--- src/rtl/pe_dbuf_ws_os.sv ---
// Systolic PE with shadow/active weight double buffer (WS), local accumulator
// with partial-sum drain chain (OS), optional multiplier stage and saturating sums.
module pe_dbuf_ws_os #(
    parameter int DATA_WIDTH = 8,
    parameter int ACC_WIDTH  = 32,
    parameter int MULT_PIPE  = 1,
    parameter int SATURATE   = 1
) (
    input  logic                         CLK,
    input  logic                         SYNC_RST,
    input  logic                         EN,
    input  logic                         MODE,
    input  logic                         LOAD,
    input  logic                         SWAP,
    input  logic                         FLUSH,
    input  logic                         DRAIN,
    input  logic signed [DATA_WIDTH-1:0] Input,
    input  logic signed [DATA_WIDTH-1:0] WeightIn,
    input  logic signed [ACC_WIDTH-1:0]  PsumIn,
    output logic signed [DATA_WIDTH-1:0] ToRight,
    output logic signed [DATA_WIDTH-1:0] WeightDown,
    output logic signed [ACC_WIDTH-1:0]  PsumOut,
    output logic                         ValidOut,
    output logic                         OVF
);

    localparam int PW = 2 * DATA_WIDTH;
    localparam int SW = ACC_WIDTH + 1;
    localparam logic signed [ACC_WIDTH-1:0] ACC_MAX = {1'b0, {(ACC_WIDTH-1){1'b1}}};
    localparam logic signed [ACC_WIDTH-1:0] ACC_MIN = {1'b1, {(ACC_WIDTH-1){1'b0}}};

    logic signed [DATA_WIDTH-1:0] shadow_reg, shadow_next;
    logic signed [DATA_WIDTH-1:0] active_reg, active_next;
    logic signed [DATA_WIDTH-1:0] to_right_reg, to_right_next;
    logic signed [DATA_WIDTH-1:0] weight_down_os_reg, weight_down_os_next;
    logic signed [ACC_WIDTH-1:0]  psum_out_reg, psum_out_next;
    logic signed [ACC_WIDTH-1:0]  acc_reg, acc_next;
    logic                         valid_out_reg, valid_out_next;
    logic                         ovf_reg, ovf_next;

    logic signed [DATA_WIDTH-1:0] operand;
    logic signed [PW-1:0]         product;
    logic signed [SW-1:0]         product_ext;
    logic signed [SW-1:0]         commit_prod;
    logic signed [ACC_WIDTH-1:0]  commit_psum;
    logic                         commit_vld;

    assign operand     = MODE ? WeightIn : active_reg;
    assign product     = Input * operand;
    assign product_ext = {{(SW-PW){product[PW-1]}}, product};

    // Stage 1 advances every cycle; a cycle without EN travels as a bubble.
    generate
        if (MULT_PIPE != 0) begin : g_pipe
            logic signed [SW-1:0]        prod_s1_reg;
            logic signed [ACC_WIDTH-1:0] psum_s1_reg;
            logic                        vld_s1_reg;

            always_ff @(posedge CLK) begin
                if (SYNC_RST) begin
                    prod_s1_reg <= '0;
                    psum_s1_reg <= '0;
                    vld_s1_reg  <= 1'b0;
                end else begin
                    prod_s1_reg <= product_ext;
                    psum_s1_reg <= PsumIn;
                    vld_s1_reg  <= EN;
                end
            end

            assign commit_prod = prod_s1_reg;
            assign commit_psum = psum_s1_reg;
            assign commit_vld  = vld_s1_reg;
        end else begin : g_comb
            assign commit_prod = product_ext;
            assign commit_psum = PsumIn;
            assign commit_vld  = EN;
        end
    endgenerate

    function automatic logic sum_ovf(input logic signed [SW-1:0] s);
        return s[SW-1] ^ s[SW-2];
    endfunction

    function automatic logic signed [ACC_WIDTH-1:0] sum_fix(input logic signed [SW-1:0] s);
        if ((SATURATE != 0) && sum_ovf(s))
            return s[SW-1] ? ACC_MIN : ACC_MAX;
        return s[ACC_WIDTH-1:0];
    endfunction

    logic signed [SW-1:0]        ws_wide, os_wide;
    logic signed [ACC_WIDTH-1:0] os_acc;

    assign ws_wide = commit_prod + {commit_psum[ACC_WIDTH-1], commit_psum};
    assign os_wide = commit_prod + {acc_reg[ACC_WIDTH-1], acc_reg};
    assign os_acc  = commit_vld ? sum_fix(os_wide) : acc_reg;

    always_comb begin
        shadow_next         = shadow_reg;
        active_next         = active_reg;
        to_right_next       = to_right_reg;
        weight_down_os_next = weight_down_os_reg;
        psum_out_next       = psum_out_reg;
        acc_next            = acc_reg;
        valid_out_next      = 1'b0;
        ovf_next            = ovf_reg;

        if (EN)
            to_right_next = Input;

        if (!MODE) begin
            if (LOAD)
                shadow_next = WeightIn;
            // SWAP reads the pre-load shadow, so LOAD+SWAP behaves as a shift.
            if (SWAP)
                active_next = shadow_reg;
            if (commit_vld) begin
                psum_out_next  = sum_fix(ws_wide);
                valid_out_next = 1'b1;
                if (sum_ovf(ws_wide))
                    ovf_next = 1'b1;
            end
        end else begin
            if (EN)
                weight_down_os_next = WeightIn;
            if (commit_vld && sum_ovf(os_wide))
                ovf_next = 1'b1;
            acc_next = os_acc;
            if (FLUSH) begin
                psum_out_next = os_acc;
                acc_next      = '0;
            end else if (DRAIN) begin
                psum_out_next = PsumIn;
            end
        end
    end

    always_ff @(posedge CLK) begin
        if (SYNC_RST) begin
            shadow_reg         <= '0;
            active_reg         <= '0;
            to_right_reg       <= '0;
            weight_down_os_reg <= '0;
            psum_out_reg       <= '0;
            acc_reg            <= '0;
            valid_out_reg      <= 1'b0;
            ovf_reg            <= 1'b0;
        end else begin
            shadow_reg         <= shadow_next;
            active_reg         <= active_next;
            to_right_reg       <= to_right_next;
            weight_down_os_reg <= weight_down_os_next;
            psum_out_reg       <= psum_out_next;
            acc_reg            <= acc_next;
            valid_out_reg      <= valid_out_next;
            ovf_reg            <= ovf_next;
        end
    end

    assign ToRight    = to_right_reg;
    assign WeightDown = MODE ? weight_down_os_reg : shadow_reg;
    assign PsumOut    = psum_out_reg;
    assign ValidOut   = valid_out_reg;
    assign OVF        = ovf_reg;

endmodule

--- config.mk ---
export PLATFORM = sky130hd
export DESIGN_NAME = pe_dbuf_ws_os
export DESIGN_NICKNAME = d
export VERILOG_FILES = /design/src/rtl/pe_dbuf_ws_os.sv
export SDC_FILE = /design/constraint.sdc
export NUM_CORES = 1
export LEC_CHECK = 0
export ABC_CLOCK_PERIOD_IN_PS = 8400
export BUFFER_PORTS_ARGS = -buffer_cell sky130_fd_sc_hd__buf_2
export CORE_MARGIN = 10
export CORE_UTILIZATION = 40
export CTS_BUF_LIST = sky130_fd_sc_hd__clkbuf_4
export CTS_CLUSTER_DIAMETER = 150
export DETAILED_ROUTE_END_ITERATION = 7
export PLACE_DENSITY = 0.63
export REMOVE_ABC_BUFFERS = 1
export SLEW_MARGIN = 30
export SYNTH_ARGS = -nofsm -noshare
export SYNTH_HDL_FRONTEND = slang
export SYNTH_SLANG_ARGS = --single-unit
--- constraint.sdc ---
create_clock -name CLK -period 8.4 [get_ports CLK]
set_input_delay 0 -clock CLK [delete_from_list [all_inputs] [get_ports CLK]]
set_output_delay 0 -clock CLK [all_outputs]
set_load 0.03 [all_outputs]
==> results of run 1 <==
==> routing by layer <==
layer,GRT usage (%),routed length [um],vias up
li1,-,-,5410
met1,28.4,18300,5379
met2,34.2,18100,372
met3,3.99,2460,42
met4,4.88,612,0
met5,0,0,-
==> cells by family after synthesis <==
group           Yosys count  share of synthesized area, %
compound gates          415                          23.5
xor+xnor                 69                          5.05
fa+ha+maj               152                          19.4
buf+inv                 187                          6.10
flops                   147                          24.6
mux                      44                          3.79
simple gates            450                          17.5
==> worst max-delay path, delay by kind of cell <==
family	cells	cell delay, ns
adder cells (fa/ha/maj)	5	2.31
buffers and inverters	7	1.44
AO/OA/AOI/OAI	6	1.38
multiplexers	1	0.65
AND/OR/NAND/NOR	2	0.34
==> cell usage in the layout (no fill, tap or decap), drive strengths merged, types with 7 or more instances in the layout <==
cell type | synthesis | routed
fa | 57 | 57
nand2 | 147 | 147
nand2b | 10 | 10
nand3 | 22 | 22
a31oi | 16 | 16
mux2 | 11 | 11
o211ai | 20 | 20
xnor2 | 39 | 39
nor3 | 19 | 19
dfxtp | 147 | 147
o22ai | 19 | 19
and2 | 19 | 19
a21oi | 92 | 92
dlygate4sd3 | 0 | 66
a311oi | 12 | 12
and3 | 9 | 9
o21ai | 91 | 91
ha | 93 | 93
nor2 | 131 | 131
or3 | 7 | 7
a21o | 24 | 24
buf | 22 | 116
o21a | 10 | 10
mux2i | 33 | 33
nor2b | 64 | 64
a211oi | 28 | 28
xor2 | 30 | 30
a221oi | 17 | 17
nand4 | 7 | 7
inv | 116 | 118
o31ai | 8 | 8
a22o | 9 | 9
clkbuf | 49 | 20
a21boi | 11 | 11
==> area by class of cell <==
| class | instances | area, um^2 |
|---|---|---|
| fillers | 2938 | 15800 |
| multi-input cells | 1130 | 8310 |
| flip-flops and latches | 147 | 2940 |
| repair buffers | 182 | 1270 |
| well taps | 390 | 488 |
| inverters | 116 | 435 |
| clock inverters | 12 | 180 |
| clock buffers | 20 | 150 |
| diodes | 1 | 2.50 |
==> worst max path at each step <==
stage	start	to	slack [ns]	cells after the start
6_report	MODE	commit_prod[15]	2.74	21
5_1_grt	MODE	commit_prod[15]	2.35	21
4_1_cts	MODE	commit_prod[15]	2.74	21
3_5_place_dp	MODE	commit_prod[15]	2.71	20
3_3_place_gp	MODE	commit_prod[15]	2.87	20
2_1_floorplan	active_reg[1]	commit_prod[15]	3.63	19
==> power by group <==
group | internal [mW] | switching [mW]
Combinational | 0.514 | 0.819
Clock | 0.248 | 0.291
Sequential | 0.765 | 0.0559
Total | 1.53 | 1.17
==> stage by stage <==
step	setup WS (ns)	power, mW	hold slack [ns]	instances
after floorplan	3.63	1.77	0.0646	1393
after global placement	2.87	2.13	0.227	1898
after detailed placement	2.71	2.13	0.238	1899
after CTS	2.74	2.70	0.0362	1996
after global routing	2.35	2.89	0.158	1998
final	2.74	2.69	0.196	1998
==> repair_timing <==
| item | CTS | global route |
|---|---|---|
| setup endpoints to repair | 0 | 0 |
| hold buffers | 65 | 1 |
| hold endpoints to repair | 93 | 4 |
==> metrics.yaml, run 1 <==
setup_path:
  worst_path_most_repeated_cell: "inv_1"
  cp-end-kind: "flop"
  cp_cell_sequence: "dlygate4sd3_1 > buf_2 > mux2i_1 > nor2b_1 > fa_1 > inv_1 > fa_1 > inv_1 > fa_1 > inv_1 > fa_1 > inv_1 > ha_1 > inv_1 > o21ai_0 > a21oi_1 > o21ai_0 > a211o_1 > a2111oi_0 > or4_1 > o21ai_0"
  crit_arrival_ns: 6.16
  required_ns: 8.90
  worstReg2RegStart: "active_reg[1]"
  r2r_slack_ns: 3.18
  slowest_stage: "mux2i_1"
  critPathMaxStageDelay_ns: 0.65
  rr_worst_depth: 19
  critPathMaxFanout: 28
  path_class: "in -> reg"
  cp-start-kind: "input port"
  r2r_end: "commit_prod[15]"
pwr:
  p_leak_nw: 6.19
  power.density_nw_per_um2: 195
  ir_worst_vdd_mv: 0.109
floorplan:
  core_area_um2: 29600
  initial_utilization_pct: 40.5
  row_count: 63
  die_h_um: 193
  ios: 106
  die_w_um: 193
  fp.dieArea_um2: 37300
sta:
  setup_tns_ns: 0
  finalHoldViolCount: 0
  fin_crit_ns: 5.66
  slew_violations: 0
  rsz0062_at_grt: "no"
  setup_viol: 0
  max-slew-margin-rel_pct: 41.3
  finClkSkew_ns: 0.0296
  period_share_pct: 67.4
  fmaxAchievable_mhz: 177
  worst_pin_slew_ns: 0.881
synthesis:
  avgSynthCellArea_um2: 8.18
  netlist.area_leader.share_pct: 24.6
  syn_inst: 1464
  ys_types: 73
  synth_top_area_cell: "dfxtp_1"
  synth_async_sr_flop_share_pct: 0
  yosysMostFrequentCell: "dfxtp_1"
  syn_area_um2: 12000
  yosysSeqAreaShare_pct: 24.6
  synthTopCellsByCount: "dfxtp_1 (147), nand2_1 (146), nor2_1 (131)"
  synth_seq_cells: 147
  synth-edff-count: 0
  synth_warnings: 0
  synth_area_leaders: "dfxtp_1 (25%), ha_1 (9.7%), fa_1 (9.5%)"
  synth_ff_type: "dfxtp_1"
route:
  routed_wl_um: 39500
  dr.pass1.iters: 5
  route.detailed.wl_per_inst_um: 19.8
  drc: 0
  ant_nets: 0
  vias: 11203
  dr.first_iter.drc_count: 797
  vias_per_cell: 5.61
run_status:
  status: "complete, no violations"
clocking:
  cts_made_buffers: 17
  cts_tree: "built"
  cts_setup_buffers: 0
  clock_sinks: 147
  clk_pin_slew_worst_paths_ns: 0.16
  cts-root-buf: "clkbuf_4"
  cts-resized-gates: 0
  htree_levels: 4
  insertion_delay_ns: 0.59
  cts.path.max_buffers: 2
layout:
  layout-area-overhead-vs-synth_pct: 15.1
  post-route-util_pct: 46.6
  fin_area_um2: 13800
  drive_gt1_share_pct: 11.4
  nNetsFinal: 1800
placed_design:
  portBuffers: 105
  dp_hpwl_um: 29900
  placed_area_um2: 12800
  gp_congestion: 0.927
global_route:
  grt_pass1_vias: 11157
  grt_overflow: 0
  grt_use_total_pct: 21.1
  antenna_found_initial: 1
  grt_pass1_wl_um: 62400
  grt_max_degree: 66
worst_hold_path:
  worstHoldPathType: "in -> reg"
  whs_path_depth: 3
  hp-start: "PsumIn[16]"
  holdPathEnd: "commit_psum[16]"
job:
  drv_cap: 0
No activity file was read; power rests on OpenSTA's default activity.
==> inputs of run 2 (changes only) <==
--- a/config.mk
+++ b/config.mk
@@ -5,7 +5,8 @@
 export SDC_FILE = /design/constraint.sdc
 export NUM_CORES = 1
 export LEC_CHECK = 0
-export ABC_CLOCK_PERIOD_IN_PS = 8400
+export ABC_AREA = 1
+export ABC_CLOCK_PERIOD_IN_PS = 5360
 export BUFFER_PORTS_ARGS = -buffer_cell sky130_fd_sc_hd__buf_2
 export CORE_MARGIN = 10
 export CORE_UTILIZATION = 40
==> constraint.sdc (replaced) <==
create_clock -name CLK -period 5.36 [get_ports CLK]
set_input_delay 0 -clock CLK [delete_from_list [all_inputs] [get_ports CLK]]
set_output_delay 0 -clock CLK [all_outputs]
set_load 0.03 [all_outputs]
==> run 2 against run 1 <==
  * Cell area grew 6.7%
  * Sequential share of layout area shrank 1.3 points
  * Register-to-register slack lost 2.7 ns
  * Worst setup slack lost 2.3 ns
  * Critical path type is now reg -> reg
  * Largest power group unchanged
  * Final cell count grew 26%
  * Critical path depth grew 1
  * Sequential power grew 64%
  * Largest cell class unchanged
  * Routed wire length shrank 0.90%
==> metrics.yaml, run 2 <==
run_status:
  status: "complete, no violations"
pwr:
  p_total_mw: 4.95  # +84%
  p_sw_share_pct: 48.2  # +4.9 points
  pwr-share-comb_pct: 57.0  # +7.5 points
  p_seq_share_pct: 27.3  # -3.2 points
  pwr-share-clk_pct: 15.7  # -4.3 points
  intPower_mw: 2.56  # +68%
  p_leak_nw: 7.83  # +26%
  p_sw_mw: 2.38  # +100%
  ir_worst_vdd_mv: 0.205  # +88%
  power.density_nw_per_um2: 336  # +72%
synthesis:
  avgSynthCellArea_um2: 6.59  # -19%
  synth-edff-count: 0  # unchanged
  yosysMostFrequentCell: "nand2_1"
  synthTopCellsByCount: "nand2_1 (521), inv_1 (289), nor2_1 (279)"
  synth_top_area_cell: "dfxtp_1"
  ys_types: 48  # -34%
  synth_area_leaders: "dfxtp_1 (23%), nand2_1 (15%), ha_1 (9.1%)"
  synth_ff_type: "dfxtp_1"
  synth_seq_cells: 147  # unchanged
  netlist.area_leader.share_pct: 23.0  # -1.6 points
  yosysSeqAreaShare_pct: 23.0  # -1.6 points
  synth_warnings: 0  # unchanged
  syn_inst: 1942  # +33%
  synth_async_sr_flop_share_pct: 0  # unchanged
  syn_area_um2: 12800  # +6.8%
global_route:
  grt_max_degree: 52  # -21%
  grt_use_total_pct: 20.2  # -0.86 points
  antenna_found_initial: 1  # unchanged
  grt_overflow: 0  # unchanged
  grt_pass1_vias: 12457  # +12%
  grt_pass1_wl_um: 64000  # +2.7%
setup_path:
  crit_arrival_ns: 5.42  # -0.74 ns
  path_class: "reg -> reg"
  r2r_end: "commit_prod[14]"
  critPathMaxFanout: 6  # -79%
  worstReg2RegStart: "active_reg[3]"
  r2r_slack_ns: 0.44  # -2.74 ns
  cp-end-kind: "flop"
  required_ns: 5.85  # -3.05 ns
  rr_worst_depth: 22  # +3
  cp-startpoint: "active_reg[3]"
  cp-start-kind: "flop"
sta:
  finalWorstSetupSlack_ns: 0.438  # -2.30 ns
  max-slew-margin-rel_pct: 36.1  # -5.2 points
  slew_violations: 0  # unchanged
  period_share_pct: 91.8
  finalHoldViolCount: 0  # unchanged
  finClkSkew_ns: 0.0204  # -0.00920 ns
  setup_tns_ns: 0  # unchanged
  fmaxAchievable_mhz: 203
  worst_pin_slew_ns: 0.949  # +0.0676 ns
  setup_viol: 0  # unchanged
  fin_crit_ns: 4.92
  rsz0062_at_grt: "no"
route:
  vias: 12589  # +12%
  routed_wl_um: 39100  # -0.90%
  dr.pass1.iters: 5  # unchanged
  dr.first_iter.drc_count: 632  # -21%
  ant_nets: 0  # unchanged
  route.detailed.wl_per_inst_um: 15.5  # -21%
  vias_per_cell: 4.99  # -11%
  drc: 0  # unchanged
clocking:
  cts-resized-gates: 0  # unchanged
  cts_tree: "built"
  cts_setup_buffers: 0  # unchanged
  clk_pin_slew_worst_paths_ns: 0.14  # -0.02 ns
  insertion_delay_ns: 0.60  # about the same
  clock_sinks: 147  # unchanged
  cts_made_buffers: 17  # unchanged
  cts-root-buf: "clkbuf_4"
  cts.path.max_buffers: 2  # unchanged
  htree_levels: 4  # unchanged
job:
  drv_cap: 0  # unchanged
floorplan:
  fp.dieArea_um2: 39500  # +6.1%
  die_h_um: 199  # +3.0%
  row_count: 65  # +3.2%
  core_area_um2: 31600  # +6.8%
  die_w_um: 199  # +3.0%
  initial_utilization_pct: 40.5  # about the same
  ios: 106  # unchanged
layout:
  layout-area-overhead-vs-synth_pct: 15.1  # about the same
  nNetsFinal: 2312  # +28%
  post-route-util_pct: 46.6  # about the same
  drive_gt1_share_pct: 10.7  # -0.78 points
  nFillCells: 3302  # +12%
  layout_common_cells: "nand2_1 (521), inv_1 (288), nor2_1 (279), dfxtp_1 (147), a21oi_1 (111)"
  fin_area_um2: 14700  # +6.7%
  mostFrequentLayoutCell: "nand2_1"
placed_design:
  gp_congestion: 0.932  # +0.50%
  dpl_worst_slack_ns: 0.413  # -2.30 ns
  portBuffers: 105  # unchanged
  placed_area_um2: 13700  # +6.9%
  dp_hpwl_um: 30800  # +3.0%
worst_hold_path:
  holdPathEnd: "commit_psum[10]"
  hp-start: "PsumIn[10]"
  worstHoldPathType: "in -> reg"
  whs_path_depth: 4  # +1
## run 2: cell count changes after synthesis, sizes merged, moves of 16 or more
cell / previous run / this run
nor2: 131 / 284
a211oi: 28 / 3
o22ai: 19 / 1
clkbuf: 49 / 26
and2: 19 / 3
mux2i: 33 / 2
o211ai: 20 / 2
inv: 116 / 291
nand3: 22 / 85
a221oi: 17 / 0
nor2b: 64 / 0
a21o: 24 / 8
a21oi: 92 / 119
nand2: 147 / 548
## run 2: critical path, stage by stage, from the launching register on
cell      delay (ns)
dfxtp_1         0.33
o21ai_0         0.65
nor2_1          0.13
fa_1            0.54
inv_1           0.06
fa_1            0.53
inv_1           0.05
fa_1            0.47
inv_1           0.05
fa_1            0.47
inv_1           0.04
ha_1            0.34
nand3_1         0.09
nand2_1         0.11
a31oi_1         0.12
nor2_1          0.10
nor2_1          0.05
o21bai_1        0.19
nand2_1         0.08
a21boi_0        0.21
o21ai_0         0.11
nand2_1         0.06
nor2_1          0.06
## run 2: how the worst max path moves through the flow
stage | to | slack, ns | cells after the start
after floorplan | commit_prod[14] | 0.70 | 24
after global placement | commit_prod[14] | 0.47 | 24
after detailed placement | commit_prod[14] | 0.41 | 24
after CTS | commit_prod[14] | 0.45 | 22
after global routing | commit_prod[14] | 0.05 | 26
final | commit_prod[14] | 0.44 | 22
## run 2: cell families after synthesis
| logic type | count (synthesis) | synth area share [%] |
|---|---|---|
| DFF | 147 | 23.0 |
| adders and majority gates | 150 | 18.0 |
| AOI/OAI and AO/OA | 283 | 12.9 |
| xor gates and xnor gates | 52 | 3.56 |
| and+or+nand+nor | 962 | 31.4 |
| buffers and inverters | 346 | 10.9 |
| muxes | 2 | 0.157 |
## run 2: through the flow
stage / hold slack (ns) / std cells
2_1_floorplan: 0.0667 / 1889
3_3_place_gp: 0.216 / 2415
3_5_place_dp: 0.218 / 2415
4_1_cts: 0.109 / 2521
5_1_grt: 0.133 / 2522
6_report: 0.148 / 2522
## run 2: per-layer routing
metal	global-route usage [%]	vias to the layer above	routed length [um]
met4	6.84	0	1000
met2	32.9	316	18000
met3	3.38	55	2040
met1	26.5	5794	18100
li1	-	6424	-
met5	0	-	0
## run 2: cell type report
cell class / instances / area, um^2 / area share [%]
clock buffers: 19 / 143 / 0.969
flip-flops and latches: 147 / 2940 / 20.0
repair buffers: 198 / 1410 / 9.59
inverters: 293 / 1100 / 7.47
multi-input cells: 1449 / 8450 / 57.5
well taps: 402 / 503 / 3.42
clock inverters: 13 / 158 / 1.07
diodes: 1 / 2.50 / 0.0170
## run 2: timing repair
| action | 4_1_cts | 5_1_grt |
|---|---|---|
| endpoints found under the hold margin | 108 | 0 |
| endpoints found under the setup margin | 0 | 0 |
| hold buffers | 74 | 0 |
## run 2: power groups by stage
| stage | combinational, mW | clock [mW] | sequential [mW] |
|---|---|---|---|
| 6_report | 2.82 | 0.775 | 1.35 |
| 3_3_place_gp | 2.73 | 0 | 1.37 |
| 5_1_grt | 3.22 | 0.835 | 1.36 |
| 3_5_place_dp | 2.77 | 0 | 1.38 |
| 4_1_cts | 2.83 | 0.794 | 1.35 |
| 2_1_floorplan | 1.95 | 0 | 1.43 |
==> inputs of run 3 (changes only) <==
--- a/config.mk
+++ b/config.mk
@@ -5,7 +5,7 @@
 export SDC_FILE = /design/constraint.sdc
 export NUM_CORES = 1
 export LEC_CHECK = 0
-export ABC_AREA = 1
+export ABC_AREA = 0
 export ABC_CLOCK_PERIOD_IN_PS = 5360
 export BUFFER_PORTS_ARGS = -buffer_cell sky130_fd_sc_hd__buf_2
 export CORE_MARGIN = 10
==> run 3 against run 2 <==
  * Sequential share of layout area up 1.4 points
  * Die area down 5.7%
  * Critical path depth down 3
  * Clock-buffer cell count down 2
  * Critical endpoint is now commit_prod[15]
  * Largest power group unchanged
  * Total power down 15%
  * Clock skew up 0.0065 ns
  * Hold slack worse by 0.086 ns
  * Utilization down 0.20 points
==> metrics.yaml, run 3 (synthesized netlist as in run 1, its figures left out) <==
layout:
  nNetsFinal: 1800  # -22%
  mostFrequentLayoutCell: "dfxtp_1"
  drive_gt1_share_pct: 11.7  # +1.0 points
  layout-area-overhead-vs-synth_pct: 14.6
  layout_common_cells: "dfxtp_1 (147), nand2_1 (146), nor2_1 (131), inv_1 (116), buf_2 (104)"
pwr:
  p_sw_mw: 1.86  # -22%
  pwr-share-clk_pct: 18.4  # +2.7 points
  intPower_mw: 2.34  # -8.7%
  pwr-share-comb_pct: 50.4  # -6.6 points
  p_sw_share_pct: 44.3  # -3.9 points
  p_total_mw: 4.20  # -15%
  p_seq_share_pct: 31.1  # +3.8 points
  ir_worst_vdd_mv: 0.172  # -16%
  p_leak_nw: 6.16  # -21%
  power.density_nw_per_um2: 306  # -8.9%
sta:
  finClkSkew_ns: 0.0268  # +0.00650 ns
  slew_violations: 0  # unchanged
  setup_tns_ns: 0  # unchanged
  max-slew-margin-rel_pct: 36.9  # +0.79 points
  rsz0062_at_grt: "no"
  finalHoldViolCount: 0  # unchanged
  period_share_pct: 94.1  # +2.3 points
  setup_viol: 0  # unchanged
  worst_pin_slew_ns: 0.945  # -0.00373 ns
  fin_crit_ns: 5.04  # +0.121 ns
  fmaxAchievable_mhz: 198  # -2.4%
global_route:
  grt_use_total_pct: 21.3  # +1.1 points
  grt_max_degree: 80  # +54%
  antenna_found_initial: 2  # +1
  grt_overflow: 0  # unchanged
  grt_pass1_wl_um: 63000  # -1.7%
  grt_pass1_vias: 11509  # -7.6%
floorplan:
  core_area_um2: 29600  # -6.3%
  ios: 106  # unchanged
  fp.dieArea_um2: 37300  # -5.7%
  die_w_um: 193  # -2.9%
  die_h_um: 193  # -2.9%
  initial_utilization_pct: 40.5  # about the same
  row_count: 63  # -3.1%
route:
  dr.pass1.iters: 5  # unchanged
  ant_nets: 0  # unchanged
  vias_per_cell: 5.69  # +14%
  vias: 11364  # -9.7%
  drc: 0  # unchanged
  dr.first_iter.drc_count: 800  # +27%
  routed_wl_um: 39500  # +0.87%
  route.detailed.wl_per_inst_um: 19.8  # +27%
setup_path:
  crit_arrival_ns: 5.52  # +0.10 ns
  required_ns: 5.84  # about the same
  cp-start-kind: "flop"
  path_class: "reg -> reg"
  critPathMaxFanout: 8  # +2
  cp-end-kind: "flop"
placed_design:
  gp_congestion: 0.942  # +1.1%
  dp_hpwl_um: 30200  # -1.9%
  portBuffers: 105  # unchanged
clocking:
  htree_levels: 4  # unchanged
  cts.path.max_buffers: 2  # unchanged
  cts_setup_buffers: 0  # unchanged
  cts_tree: "built"
  cts_made_buffers: 17  # unchanged
  clk_pin_slew_worst_paths_ns: 0.14  # about the same
  cts-root-buf: "clkbuf_4"
  clock_sinks: 147  # unchanged
  insertion_delay_ns: 0.60  # about the same
worst_hold_path:
  worstHoldPathType: "in -> reg"
run_status:
  status: "complete, no violations"
job:
  drv_cap: 0  # unchanged
run 3: changes by cell type in the layout (fill, tap and decap cells not counted), moves of 18 or more:
cell,change
a211oi_1,+20
nor2_1,-148
nand2_2,-25
mux2i_1,+31
dlygate4sd3_1,-18
nand3_1,-44
o22ai_1,+18
nor2b_1,+63
nand3_2,-19
nand2_1,-375
inv_1,-172
a21oi_1,-20
o211ai_1,+18
run 3: final timing paths:
kind              cells past startpoint          start  slack (ns)              end
setup / recovery                     19  active_reg[3]        0.32  commit_prod[15]
hold / removal                        4           SWAP        0.06    active_reg[4]
setup reg to reg                     19  active_reg[3]        0.32  commit_prod[15]
hold reg to reg                       2            OVF        0.45              OVF
run 3: area by class of cell:
cell class              instances  area, um^2
fillers                      2935       15800
multi-input cells            1130        8310
flip-flops and latches        147        2940
repair buffers                182        1260
well taps                     390         488
inverters                     116         435
clock inverters                14         163
clock buffers                  17         128
diodes                          1        2.50
run 3: power by group through the flow:
stage | Combinational [mW] | Sequential [mW] | Clock [mW]
2_1_floorplan | 1.40 | 1.37 | 0
3_3_place_gp | 2.04 | 1.33 | 0
3_5_place_dp | 2.06 | 1.33 | 0
4_1_cts | 2.10 | 1.31 | 0.789
5_1_grt | 2.35 | 1.32 | 0.838
6_report | 2.12 | 1.31 | 0.775
run 3: what timing repair did:
item                                    CTS  global route
endpoints found under the setup margin    0             0
endpoints found under the hold margin    96             0
resized for setup                         0             0
hold buffers                             56             0
run 3: routing by layer:
metal	part of all wire [%]	track usage, %	vias up
met5	0	0	-
met2	47	35.8	416
li1	-	-	5417
met3	6.2	3.67	56
met1	44	27.5	5475
met4	2.3	6.36	0
run 3: worst max-delay path: stages, from the launching register on:
cell and delay [ns]:
dfxtp_1 0.33, mux2_2 0.33, and2_1 0.20, fa_1 0.51
inv_1 0.06, fa_1 0.53, inv_1 0.05, fa_1 0.48
inv_1 0.05, fa_1 0.47, inv_1 0.04, ha_1 0.27
inv_1 0.08, o21ai_0 0.09, a21oi_1 0.23, o21ai_0 0.15
a211o_1 0.32, a2111oi_0 0.47, or4_1 0.19, o21ai_0 0.08
run 3: stage by stage:
step	std cells	util [%]	hold WS, ns	setup slack (ns)	cell area, um^2
after global placement	1909	43.5	0.226	0.355	12900
after detailed placement	1909	43.5	0.236	0.260	12900
after global routing	1997	46.4	0.0376	0.0347	13700
after CTS	1996	46.4	0.0194	0.289	13700
after floorplan	1393	-	0.0646	0.588	11700
final	1997	46.4	0.0615	0.317	13700
